**config.mk**
```make
export PLATFORM = sky130hd
export DESIGN_NAME = mem_port_arbiter_flat
export DESIGN_NICKNAME = d
export VERILOG_FILES = /design/src/rtl/mem_port_arbiter_if.sv /design/src/rtl/mem_port_arbiter.sv /design/src/flat_wrapper.sv
export SDC_FILE = /design/constraint.sdc
export NUM_CORES = 1
export LEC_CHECK = 0
export BUFFER_PORTS_ARGS = -buffer_cell sky130_fd_sc_hd__buf_2
export CAP_MARGIN = 5
export CORE_AREA = 3 3 111 113
export DETAILED_ROUTE_END_ITERATION = 16
export DIE_AREA = 0 0 114 116
export PLACE_DENSITY = 0.88
export REMOVE_ABC_BUFFERS = 1
export SYNTH_ARGS = -nofsm -noshare
export SYNTH_HDL_FRONTEND = slang
export SYNTH_SLANG_ARGS = --single-unit
```
**constraint.sdc**
```tcl
create_clock -name clk -period 4.5 [get_ports clk]
set_input_delay 0.9 -clock clk [delete_from_list [all_inputs] [get_ports clk]]
set_output_delay 0.9 -clock clk [all_outputs]
set_load 0.03 [all_outputs]
```
**src/rtl/mem_port_arbiter_if.sv**
```systemverilog
// ---------------------------------------------------------------------------
// mem_port_arbiter_if
// Bundle of all handshake and memory-bus signals around mem_port_arbiter.
//   Fetch port   : i_req, i_addr          -> arbiter ; i_ack, i_rdata -> fetch
//   Data port    : d_req, d_we, d_addr,
//                  d_wdata                -> arbiter ; d_ack, d_rdata -> mem stage
//   Memory port  : mem_en, mem_we, mem_addr, mem_wdata -> memory ; mem_rdata -> arbiter
//   Status       : gnt_d (in-flight transaction belongs to D)
// Modports:
//   slave  - the arbiter itself
//   master - the surrounding requesters and memory model
// ---------------------------------------------------------------------------
interface mem_port_arbiter_if #(
   parameter int ADDR_W = 32,
   parameter int DATA_W = 32
);
   logic              i_req;
   logic [ADDR_W-1:0] i_addr;
   logic              i_ack;
   logic [DATA_W-1:0] i_rdata;

   logic              d_req;
   logic              d_we;
   logic [ADDR_W-1:0] d_addr;
   logic [DATA_W-1:0] d_wdata;
   logic              d_ack;
   logic [DATA_W-1:0] d_rdata;

   logic              mem_en;
   logic              mem_we;
   logic [ADDR_W-1:0] mem_addr;
   logic [DATA_W-1:0] mem_wdata;
   logic [DATA_W-1:0] mem_rdata;

   logic              gnt_d;

   modport slave (
      input  i_req, i_addr, d_req, d_we, d_addr, d_wdata, mem_rdata,
      output i_ack, i_rdata, d_ack, d_rdata,
             mem_en, mem_we, mem_addr, mem_wdata, gnt_d
   );

   modport master (
      output i_req, i_addr, d_req, d_we, d_addr, d_wdata, mem_rdata,
      input  i_ack, i_rdata, d_ack, d_rdata,
             mem_en, mem_we, mem_addr, mem_wdata, gnt_d
   );
endinterface

```
**src/rtl/mem_port_arbiter.sv**
```systemverilog
// ---------------------------------------------------------------------------
// mem_port_arbiter
// Shares one single-ported synchronous memory between the instruction-fetch
// requester (I, read-only) and the data-access requester (D). One transaction
// at a time: IDLE -> ISSUE -> WAIT (MEM_LAT cycles) -> DONE -> IDLE.
// D wins when both request, unless the optional anti-starvation guard is on.
//
// Ports:
//   clk    - clock, all state changes on posedge
//   rst_n  - asynchronous active-low reset
//   bus    - mem_port_arbiter_if.slave (fetch port, data port, memory port,
//            gnt_d status)
// Parameters:
//   MEM_LAT     - memory read latency in cycles (1..15)
//   MAX_DSTREAK - consecutive D grants allowed while I waits (1..15)
// Configuration macro:
//   ARB_FAIRNESS_EN - when defined, after MAX_DSTREAK D grants made while I
//                     was pending, the next contended grant goes to I.
// ---------------------------------------------------------------------------
module mem_port_arbiter #(
   parameter int MEM_LAT     = 1,
   parameter int MAX_DSTREAK = 4
) (
   input logic               clk,
   input logic               rst_n,
   mem_port_arbiter_if.slave bus
);
   typedef enum logic [1:0] {IDLE, ISSUE, WAIT, DONE} arbStateT;

   localparam logic [3:0] LAT = 4'(MEM_LAT);

   arbStateT   state;
   logic [3:0] waitCnt;
   logic       ownerD;     // in-flight transaction belongs to D
   logic       latchedWe;  // in-flight transaction is a D write
   logic       pickD;      // arbitration result for the current IDLE cycle

`ifdef ARB_FAIRNESS_EN
   localparam logic [3:0] STREAK_MAX = 4'(MAX_DSTREAK);
   logic [3:0] dStreak;

   // Once D has won STREAK_MAX contended grants, a contended cycle goes to I.
   assign pickD = bus.d_req && !(bus.i_req && (dStreak == STREAK_MAX));
`else
   assign pickD = bus.d_req;
`endif

   always_ff @(posedge clk or negedge rst_n) begin
      // NOTE: the whole datapath is reset, not just control, because every
      // output (including the address/data/rdata holding registers) must read
      // 0 out of reset and the abandoned access must vanish at once.
      if (!rst_n) begin
         state         <= IDLE;
         waitCnt       <= '0;
         ownerD        <= 1'b0;
         latchedWe     <= 1'b0;
         bus.i_ack     <= 1'b0;
         bus.d_ack     <= 1'b0;
         bus.i_rdata   <= '0;
         bus.d_rdata   <= '0;
         bus.mem_en    <= 1'b0;
         bus.mem_we    <= 1'b0;
         bus.mem_addr  <= '0;
         bus.mem_wdata <= '0;
         bus.gnt_d     <= 1'b0;
`ifdef ARB_FAIRNESS_EN
         dStreak       <= '0;
`endif
      end else begin
         // NOTE: non-blocking assignments throughout; the strobes below get a
         // default of 0 so each one is a single-cycle pulse unless re-asserted.
         bus.i_ack  <= 1'b0;
         bus.d_ack  <= 1'b0;
         bus.mem_en <= 1'b0;
         bus.mem_we <= 1'b0;

         case (state)
            IDLE: begin
               if (bus.i_req || bus.d_req) begin
                  ownerD     <= pickD;
                  bus.gnt_d  <= pickD;
                  bus.mem_en <= 1'b1;
                  if (pickD) begin
                     bus.mem_addr  <= bus.d_addr;
                     bus.mem_wdata <= bus.d_wdata;
                     bus.mem_we    <= bus.d_we;
                     latchedWe     <= bus.d_we;
                  end else begin
                     // Fetch is read-only; write data register keeps its value.
                     bus.mem_addr  <= bus.i_addr;
                     latchedWe     <= 1'b0;
                  end
`ifdef ARB_FAIRNESS_EN
                  if (!pickD)
                     dStreak <= '0;
                  else if (bus.i_req)
                     dStreak <= dStreak + 4'd1;
`endif
                  state <= ISSUE;
               end
            end

            ISSUE: begin
               waitCnt <= LAT;
               state   <= WAIT;
            end

            WAIT: begin
               waitCnt <= waitCnt - 4'd1;
               // Count of 1 marks the cycle in which mem_rdata is valid.
               if (waitCnt == 4'd1) begin
                  if (!ownerD)
                     bus.i_rdata <= bus.mem_rdata;
                  else if (!latchedWe)
                     bus.d_rdata <= bus.mem_rdata;
                  bus.i_ack <= !ownerD;
                  bus.d_ack <= ownerD;
                  state     <= DONE;
               end
            end

            DONE: begin
               bus.gnt_d <= 1'b0;
               state     <= IDLE;
            end

            default: state <= IDLE;
         endcase
      end
   end
endmodule

```
**src/flat_wrapper.sv**
```systemverilog
// flat-port wrapper written by rule: the top's interface ports become plain ports
module mem_port_arbiter_flat 
#(
   parameter int MEM_LAT     = 1,
   parameter int MAX_DSTREAK = 4
)
  (clk, rst_n, bus_i_req, bus_i_addr, bus_d_req, bus_d_we, bus_d_addr, bus_d_wdata, bus_mem_rdata, bus_i_ack, bus_i_rdata, bus_d_ack, bus_d_rdata, bus_mem_en, bus_mem_we, bus_mem_addr, bus_mem_wdata, bus_gnt_d);
  mem_port_arbiter_if bus_i ();
  input logic clk;
  input logic rst_n;
  input wire logic [$bits(bus_i.i_req)-1:0] bus_i_req;
  input wire logic [$bits(bus_i.i_addr)-1:0] bus_i_addr;
  input wire logic [$bits(bus_i.d_req)-1:0] bus_d_req;
  input wire logic [$bits(bus_i.d_we)-1:0] bus_d_we;
  input wire logic [$bits(bus_i.d_addr)-1:0] bus_d_addr;
  input wire logic [$bits(bus_i.d_wdata)-1:0] bus_d_wdata;
  input wire logic [$bits(bus_i.mem_rdata)-1:0] bus_mem_rdata;
  output wire logic [$bits(bus_i.i_ack)-1:0] bus_i_ack;
  output wire logic [$bits(bus_i.i_rdata)-1:0] bus_i_rdata;
  output wire logic [$bits(bus_i.d_ack)-1:0] bus_d_ack;
  output wire logic [$bits(bus_i.d_rdata)-1:0] bus_d_rdata;
  output wire logic [$bits(bus_i.mem_en)-1:0] bus_mem_en;
  output wire logic [$bits(bus_i.mem_we)-1:0] bus_mem_we;
  output wire logic [$bits(bus_i.mem_addr)-1:0] bus_mem_addr;
  output wire logic [$bits(bus_i.mem_wdata)-1:0] bus_mem_wdata;
  output wire logic [$bits(bus_i.gnt_d)-1:0] bus_gnt_d;
  assign bus_i.i_req = bus_i_req;
  assign bus_i.i_addr = bus_i_addr;
  assign bus_i.d_req = bus_d_req;
  assign bus_i.d_we = bus_d_we;
  assign bus_i.d_addr = bus_d_addr;
  assign bus_i.d_wdata = bus_d_wdata;
  assign bus_i.mem_rdata = bus_mem_rdata;
  assign bus_i_ack = bus_i.i_ack;
  assign bus_i_rdata = bus_i.i_rdata;
  assign bus_d_ack = bus_i.d_ack;
  assign bus_d_rdata = bus_i.d_rdata;
  assign bus_mem_en = bus_i.mem_en;
  assign bus_mem_we = bus_i.mem_we;
  assign bus_mem_addr = bus_i.mem_addr;
  assign bus_mem_wdata = bus_i.mem_wdata;
  assign bus_gnt_d = bus_i.gnt_d;
  mem_port_arbiter #(.MEM_LAT(MEM_LAT), .MAX_DSTREAK(MAX_DSTREAK)) u_core (.clk(clk), .rst_n(rst_n), .bus(bus_i));
endmodule
```
Word level (Yosys, flattened, before mapping)
Cells that the tools add are included.

Input bits: 133. Output and inout port bits: 133. Flip-flop bits (word level): 141.

$add $sub $neg: 1. Reduce and logical (&&, ||, !) cells: 11. Mux-type cells: 16. Bitwise logic cells: 2. Eq/ne operators: 6.

Operators with widths (count): two-way mux 32 bit (1); two-way mux 1 bit (10); case mux 2 bit (4 select lines) (1); case mux 4 bit (2 select lines) (1); AND reduction 2 bit (3); AND reduction 3 bit (2); equality test 2 bit, second input constant (2); equality test 4 x 1 -> 1 bit, second input constant (1); two-way mux 2 bit (2); != test 2 x 1 -> 1 bit, second input constant (2); AND reduction 4 bit (1); nonzero test 2 bit (2); subtractor 4 x 1 -> 4 bit, second input constant (1); equality test 2 x 1 -> 1 bit, second input constant (1); logical NOT 2 bit (1); inverter 1 bit (2); case mux 1 bit (2 select lines) (1); logical NOT 1 bit (1); logical OR 1 bit (1).

Longest topological paths before layout
Gate-level depths: netlist of the first run.

Word-level depth: 3. Gate-level depth with buffers: 7. Mapped depth without buffers: 5.

Worst setup path after synthesis of the first run
No wires, ideal clock.

Path kind: input to register. Start: input port bus_d_req. End: register u_core.bus.mem_addr[11] in the netlist's numbering. Stages: 6. Data required time: 4.417 ns. Data arrival time: 1.931 ns. Library setup time: 0.083 ns. Buffers on the path: 3. Slack: 2.486 ns. Cell sequence: buf_2 > o21ai_0 > clkbuf_1 > buf_2 > nand2_1 > o21ai_0.

Word-level cells in the longest chain between the ends: 2.

RTL lines: from (decl) (line flat_wrapper.sv:13) `input wire logic [$bits(bus_i.d_req)-1:0] bus_d_req;`; logical OR 1 bit (line mem_port_arbiter.sv:79) `if (bus.i_req || bus.d_req) begin`; AND reduction 2 bit (no line); to (signal assigned) (line mem_port_arbiter.sv:84) `bus.mem_addr <= bus.d_addr;`; to (signal assigned) (line mem_port_arbiter.sv:90) `bus.mem_addr <= bus.i_addr;`; to (decl) (line mem_port_arbiter_if.sv:40) `mem_en, mem_we, mem_addr, mem_wdata, gnt_d`.

Several ways; a longest one is shown, not always the timed one. A chain may end at the register's enable or synchronous reset.

Final worst setup path of the first run
Start: input port bus_d_req. End: register u_core.bus.mem_addr[6] in the netlist's numbering.

The elaborated chain is that of the path after synthesis.

==> key figures, run 1 <==
Power
  – NetSw: 0.00282 W
  – Sw Share: 42.3%
  – Int Pwr: 0.00386 W
  – Static Leakage: 3.94 nW
  – PwrDens: 874 mW/mm2
  – Maximum vdd drop: 0.563 mV
  – Clock share of power: 20.2%
  – Gate power share: 46.4%
  – Register share of total power: 33.4%

Clocking
  – Clk slew on worst S/H paths: 0.05 ns
  – H-Tree Depth: 4
  – CTS tree: built
  – Clk buf depth: 2
  – TritonCTS Buffers: 17
  – CTS resizes: 0
  – Hold-fix buffers at CTS: 0
  – Clock Sinks: 141
  – Postcts setup bufs: 0
  – Worst-Skew Late Latency: 0.41 ns
  – Clk Tree Root Cell: clkbuf_16

Worst hold path
  – Worst hold stages: 1
  – HP Class: reg2reg

STA
  – Final setup viols: 0
  – RSZ-0062 raised after global routing: false
  – Period minus WS final: 2.31 ns
  – Hold WS: 0.481 ns
  – Slew @ Worst Pin: 1.07 ns
  – Setup TNS Final: 0 ns
  – Max-slew headroom: 28.5%
  – Setup Skew: 0.00400 ns
  – Max Freq: 0.433 GHz
  – Final period util: 51.3%
  – Final Hold Fails: 0
  – Final Slew Violations: 0
  – Final WS setup: 2.19 ns

Logic synthesis
  – Mean Syn Cell Area: 14.3 um2
  – Warnings from Yosys: 0
  – Seq/Total Area, Yosys: 62.6%
  – Mapped cell area: 0.00563 mm2
  – Cell variety after synth: 24
  – #FFs+latches synth: 141
  – Gate Count Post-Synth: 394

Final layout
  – Syn-to-layout area delta: 35.7%
  – N_diodes: 0
  – Layout cells sized above 1: 58.6%
  – Fin nets: 801

Routing
  – Initial DRC count: 281
  – Remaining DRCs: 0
  – TritonRoute pass-1 iters: 5
  – Vias per cell: 5.00
  – Routed len/inst: 16.3 um
  – Final wirelength: 13,300 um
  – DRT antenna net count: 0
  – Via count: 4,097

Job
  – Maxcap violations: 0

Outcome
  – Outcome: completed

Worst setup path
  – Setup crit start kind: input port
  – Worst R2R Path Depth: 6
  – Worst path required time: 4.77 ns
  – Crit path kind: in2reg
  – R2r setup slk: 2.33 ns
  – Crit-path max FO: 37
  – Critical path arrival: 2.58 ns
  – CP endpoint kind: flip-flop

Floorplanning
  – Die X-Extent: 114 um
  – Boundary pin count: 266
  – Core Region: 0.0114 mm2
  – Initial Utilization: 49.3%
  – Die area: 0.0132 mm2
  – Die height: 116 um
  – Row count: 39

Global route
  – First-pass GRT wire length: 21,300 um
  – Pin count of the biggest net entering global routing: 122
  – Vias in the first global route: 4,444
  – Initial antenna violation count: 0
  – Total global routing overflow: 0
  – GRT Util Overall: 20.8%

Placed design
  – Port buffer count: 265
  – Worst slack, placed: 1.74 ns
  – RePlAce Congestion: 0.798
  – HPWL Detailed: 10,000 um
==> per-stage QoR <==
| step | cells | instance area, um2 | total power [W] | util [%] |
|---|---|---|---|---|
| 3_5_place_dp | 787 | 7060 | 0.00539 | 61.9 |
| 2_1_floorplan | 374 | 5500 | 0.00437 | - |
| 4_1_cts | 819 | 7640 | 0.00677 | 67.0 |
| 6_report | 819 | 7640 | 0.00668 | 67.0 |
| 3_3_place_gp | 787 | 7060 | 0.00525 | 61.9 |
| 5_1_grt | 819 | 7640 | 0.00707 | 67.0 |
==> area by class of cell <==
cell class | count | area (um2)
inverter | 7 | 26.3
multi-input combinational | 226 | 1960
clock inverter | 6 | 82.6
fill | 801 | 3770
tap | 143 | 179
sequential | 141 | 3530
clock buffer | 26 | 499
timing repair buffer | 270 | 1370
==> layout by cell type (no fill, tap or decap), types with 4 or more instances in the layout <==
master and n:
clkbuf_16 17, ha_1 5, o21ai_0 35, clkbuf_1 5, clkbuf_8 4, buf_2 264
mux2_2 95, inv_1 7, nor2_1 4, dfrtp_1 141, mux2i_1 32, buf_4 5
nand2_1 37
==> synth_stat cells <==
master	number	area share (%)
or3b_4	1	0.20
dfrtp_1	141	63
a22o_1	3	0.47
o21ai_0	36	3.2
nand2_1	37	2.5
clkbuf_1	5	0.33
nor3_4	2	0.58
mux2_1	3	0.60
buf_1	1	0.067
nand3b_1	1	0.13
mux2_2	95	19
o2bb2ai_1	1	0.16
buf_6	6	1.2
a22oi_1	1	0.13
o22a_1	1	0.16
inv_1	7	0.47
a21o_1	1	0.13
nand2b_1	1	0.11
nor3_1	1	0.089
buf_2	8	0.71
ha_1	5	1.1
nor2_1	4	0.27
mux2i_1	32	5.7
and3_1	1	0.11
==> critical path: stages <==
cell and delay (ns):
buf_2 0.43, o21ai_4 0.67, buf_4 0.41, o21ai_0 0.15
==> routing by layer <==
layer	share of wire, %	wire [um]	track usage, %
met2	54	7160	37.8
met5	0	0	0
met3	7.3	978	5.48
met4	2.1	283	8.71
met1	37	4890	23.0
==> path summary, 6_finish.rpt <==
kind | from | end
setup reg to reg | u_core.waitCnt[1] | u_core.bus.d_rdata[26]
setup / recovery | bus_d_req | u_core.bus.mem_addr[6]
hold / removal | u_core.bus.d_rdata[10] | u_core.bus.d_rdata[10]
min in group asynchronous | rst_n | u_core.bus.d_rdata[13]
max in group asynchronous | rst_n | u_core.bus.mem_wdata[21]
hold reg to reg | u_core.bus.d_rdata[10] | u_core.bus.d_rdata[10]
==> sequential cells by signal (all words and copies together), names as in the netlist <==
signal,cells
u_core.state,2
u_core.latchedWe,1
u_core.bus.d_rdata,32
u_core.bus.mem_addr,32
u_core.bus.d_ack,1
u_core.waitCnt,4
u_core.bus.mem_en,1
u_core.ownerD,1
u_core.bus.i_rdata,32
u_core.bus.gnt_d,1
u_core.bus.i_ack,1
u_core.bus.mem_we,1
u_core.bus.mem_wdata,32
==> kinds of logic after synthesis <==
logic type	count (synthesis)	share of synthesized area, %
flip-flops	141	62.6
multiplexers	130	25.3
AND/OR/NAND/NOR	48	3.95
AO/OA/AOI/OAI	43	4.24
buffers and inverters	27	2.78
adder cells (fa/ha/maj)	5	1.11
==> power by group through the flow <==
stage               combinational [W]  sequential [W]  clock, W
floorplan                    0.000960         0.00341         0
global placement              0.00304         0.00221         0
detailed placement            0.00314         0.00225         0
CTS                           0.00315         0.00224   0.00139
global route                  0.00332         0.00231   0.00144
finish                        0.00310         0.00223   0.00135
Note: power is estimated with default switching activity, not from simulation.
==> run 2, diff against run 1 <==
--- a/config.mk
+++ b/config.mk
@@ -7,10 +7,10 @@
 export LEC_CHECK = 0
 export BUFFER_PORTS_ARGS = -buffer_cell sky130_fd_sc_hd__buf_2
 export CAP_MARGIN = 5
-export CORE_AREA = 3 3 111 113
+export CORE_AREA = 3 3 115 117
 export DETAILED_ROUTE_END_ITERATION = 16
-export DIE_AREA = 0 0 114 116
-export PLACE_DENSITY = 0.88
+export DIE_AREA = 0 0 118 120
+export PLACE_DENSITY = 0.83
 export REMOVE_ABC_BUFFERS = 1
 export SYNTH_ARGS = -nofsm -noshare
 export SYNTH_HDL_FRONTEND = slang
==> constraint.sdc (replaced) <==
create_clock -name clk -period 2.2 [get_ports clk]
set_input_delay 0.44 -clock clk [delete_from_list [all_inputs] [get_ports clk]]
set_output_delay 0.44 -clock clk [all_outputs]
set_load 0.03 [all_outputs]
==> run 2 against run 1 <==
Clock power grew 100%; final cell count grew 3.8%; register-to-register slack lost 2.1 ns; count of clock-buffer cells in the layout shrank 2; largest cell class unchanged.
==> key figures, run 2 (synthesis gave the netlist of run 1 again) <==
STA
  – Period minus WS final: 1.99 ns
  – Final setup viols: 0 (unchanged)
  – Final period util: 90.4%
  – Max-slew headroom: 65.0% (+36 points)
  – Hold WS: 0.269 ns (-0.212 ns)
  – Final Slew Violations: 0 (unchanged)
  – Final Hold Fails: 0 (unchanged)
  – RSZ-0062 raised after global routing: false
  – Setup Skew: 0.00640 ns (+0.00239 ns)
  – Slew @ Worst Pin: 0.525 ns (-0.547 ns)
  – Max Freq: 0.503 GHz

Power
  – Int Pwr: 0.00790 W (+100%)
  – NetSw: 0.00577 W (+100%)
  – Static Leakage: 3.97 nW (+0.87%)
  – Clock share of power: 19.9% (-0.3 points)
  – Gate power share: 46.8% (+0.4 points)
  – PwrDens: 1760 mW/mm2 (+100%)
  – Register share of total power: 33.3% (about the same)
  – Maximum vdd drop: 0.802 mV (+42%)
  – Sw Share: 42.2% (about the same)

Routing
  – TritonRoute pass-1 iters: 4 (-1)
  – Met3 WL: 961 um (-1.7%)
  – Initial DRC count: 165 (-41%)
  – Final wirelength: 13,200 um (-0.98%)
  – WL met2: 6820 um (-4.8%)
  – Top sig layer: met4
  – Vias per cell: 4.80 (-4.1%)
  – DRT antenna net count: 0 (unchanged)
  – Routed len/inst: 15.5 um (-4.6%)
  – Wl on met1: 5190 um (+6.3%)
  – Remaining DRCs: 0 (unchanged)
  – Via count: 4,078 (-0.46%)

Worst setup path
  – Crit path kind: reg2reg
  – CP endpoint kind: flip-flop
  – Crit-path max FO: 32 (-14%)
  – R2r setup slk: 0.21 ns (-2.12 ns)
  – Setup crit start kind: flip-flop
  – Critical path arrival: 2.27 ns (-0.31 ns)
  – Worst path required time: 2.48 ns (-2.29 ns)

Final layout
  – Fin nets: 804 (+0.37%)
  – Most common cell after layout, fill and taps aside: buf_2
  – Layout cells sized above 1: 58.6% (about the same)
  – Final core area utilization: 62.3% (-4.7 points)
  – N_diodes: 0 (unchanged)
  – Storage element area: 0.00353 mm2 (unchanged)
  – Syn-to-layout area delta: 37.8%
  – Filler cells: 978 (+22%)
  – Finished Cell Area: 0.00776 mm2 (+1.5%)
  – Multi-input logic area: 0.00196 mm2 (unchanged)
  – Commonest cells after routing, fill and taps aside: 264 x buf_2, 141 x dfrtp_1, 95 x mux2_2

Global route
  – Initial antenna violation count: 0 (unchanged)
  – GRT Util Overall: 18.8% (-1.9 points)
  – Total global routing overflow: 0 (unchanged)
  – Vias in the first global route: 4,411 (-0.74%)
  – First-pass GRT wire length: 21,000 um (-1.4%)
  – Pin count of the biggest net entering global routing: 66 (-46%)

Placed design
  – Post-DP Area: 0.00719 mm2 (+1.8%)
  – Port buffer count: 265 (unchanged)
  – RePlAce Congestion: 0.820 (+2.8%)
  – HPWL Detailed: 9910 um (-0.90%)

Outcome
  – Outcome: completed

Clocking
  – CTS tree: built
  – CTS resizes: 0 (unchanged)
  – Worst-Skew Late Latency: 0.40 ns (about the same)
  – Clk slew on worst S/H paths: 0.06 ns (about the same)
  – Clk Tree Root Cell: clkbuf_16
  – Clock Sinks: 141 (unchanged)
  – TritonCTS Buffers: 17 (unchanged)
  – H-Tree Depth: 4 (unchanged)
  – Clk buf depth: 2 (unchanged)

Floorplanning
  – Row count: 41 (+5.1%)
  – Die height: 120 um (+3.4%)
  – Die area: 0.0142 mm2 (+7.1%)
  – Core Region: 0.0125 mm2 (+9.2%)
  – Boundary pin count: 266 (unchanged)
  – Die X-Extent: 118 um (+3.5%)
  – Initial Utilization: 45.2% (-4.1 points)

Worst hold path
  – HP Class: in2reg

Job
  – Maxcap violations: 0 (unchanged)
-- run 2: per-layer routing --
| metal | vias to the layer above | GRT usage [%] |
|---|---|---|
| li1 | 1915 | - |
| met1 | 1967 | 21.3 |
| met2 | 178 | 32.8 |
| met3 | 18 | 6.46 |
| met4 | 0 | 7.69 |
| met5 | - | 0 |
-- run 2: area by class of cell --
type	instances	share of cell area (%)
flip-flops and latches	141	45.5
inverters	7	0.339
clock buffers	24	6.08
well taps	172	2.77
clock inverters	7	1.14
repair buffers	273	18.9
multi-input cells	226	25.2
-- run 2: critical path: stages, from the launching register on --
cell and delay [ns]:
dfrtp_1 0.38, inv_1 0.10, ha_1 0.14, or3b_4 0.42, nor3_4 0.22, buf_12 0.24, mux2_2 0.37
-- run 2: through the flow --
| stage | total power, W | std cells | TNS (ns) | setup WS [ns] |
|---|---|---|---|---|
| finish | 0.0137 | 850 | 0 | 0.211 |
| CTS | 0.0138 | 850 | 0 | 0.183 |
| detailed placement | 0.0111 | 818 | 0 | 0.198 |
| global route | 0.0144 | 850 | 0 | 0.113 |
| global placement | 0.0108 | 818 | 0 | 0.288 |
| floorplan | 0.00895 | 374 | -73.14 | -1.86 |
-- run 2: power by group through the flow --
stage	logic, W	clock network [W]	registers (W)
2_1_floorplan	0.00196	0	0.00698
3_3_place_gp	0.00628	0	0.00454
3_5_place_dp	0.00648	0	0.00460
4_1_cts	0.00648	0.00278	0.00457
5_1_grt	0.00680	0.00291	0.00471
6_report	0.00640	0.00272	0.00456
-- run 2: timing repair --
action	in CTS	in global routing
buffers inserted	0	0
endpoints found under the hold margin	32	0
hold buffers	1	0
-- run 2: path summary, 6_finish.rpt --
check,to,start,cells after the start
setup / recovery,u_core.bus.d_rdata[9],u_core.waitCnt[1],6
hold / removal,u_core.bus.mem_wdata[7],bus_d_wdata[7],2
setup reg to reg,u_core.bus.d_rdata[9],u_core.waitCnt[1],6
hold reg to reg,u_core.bus.mem_addr[21],u_core.bus.mem_addr[21],2
max in group asynchronous,u_core.bus.mem_addr[12],rst_n,3
min in group asynchronous,u_core.bus.d_rdata[21],rst_n,2
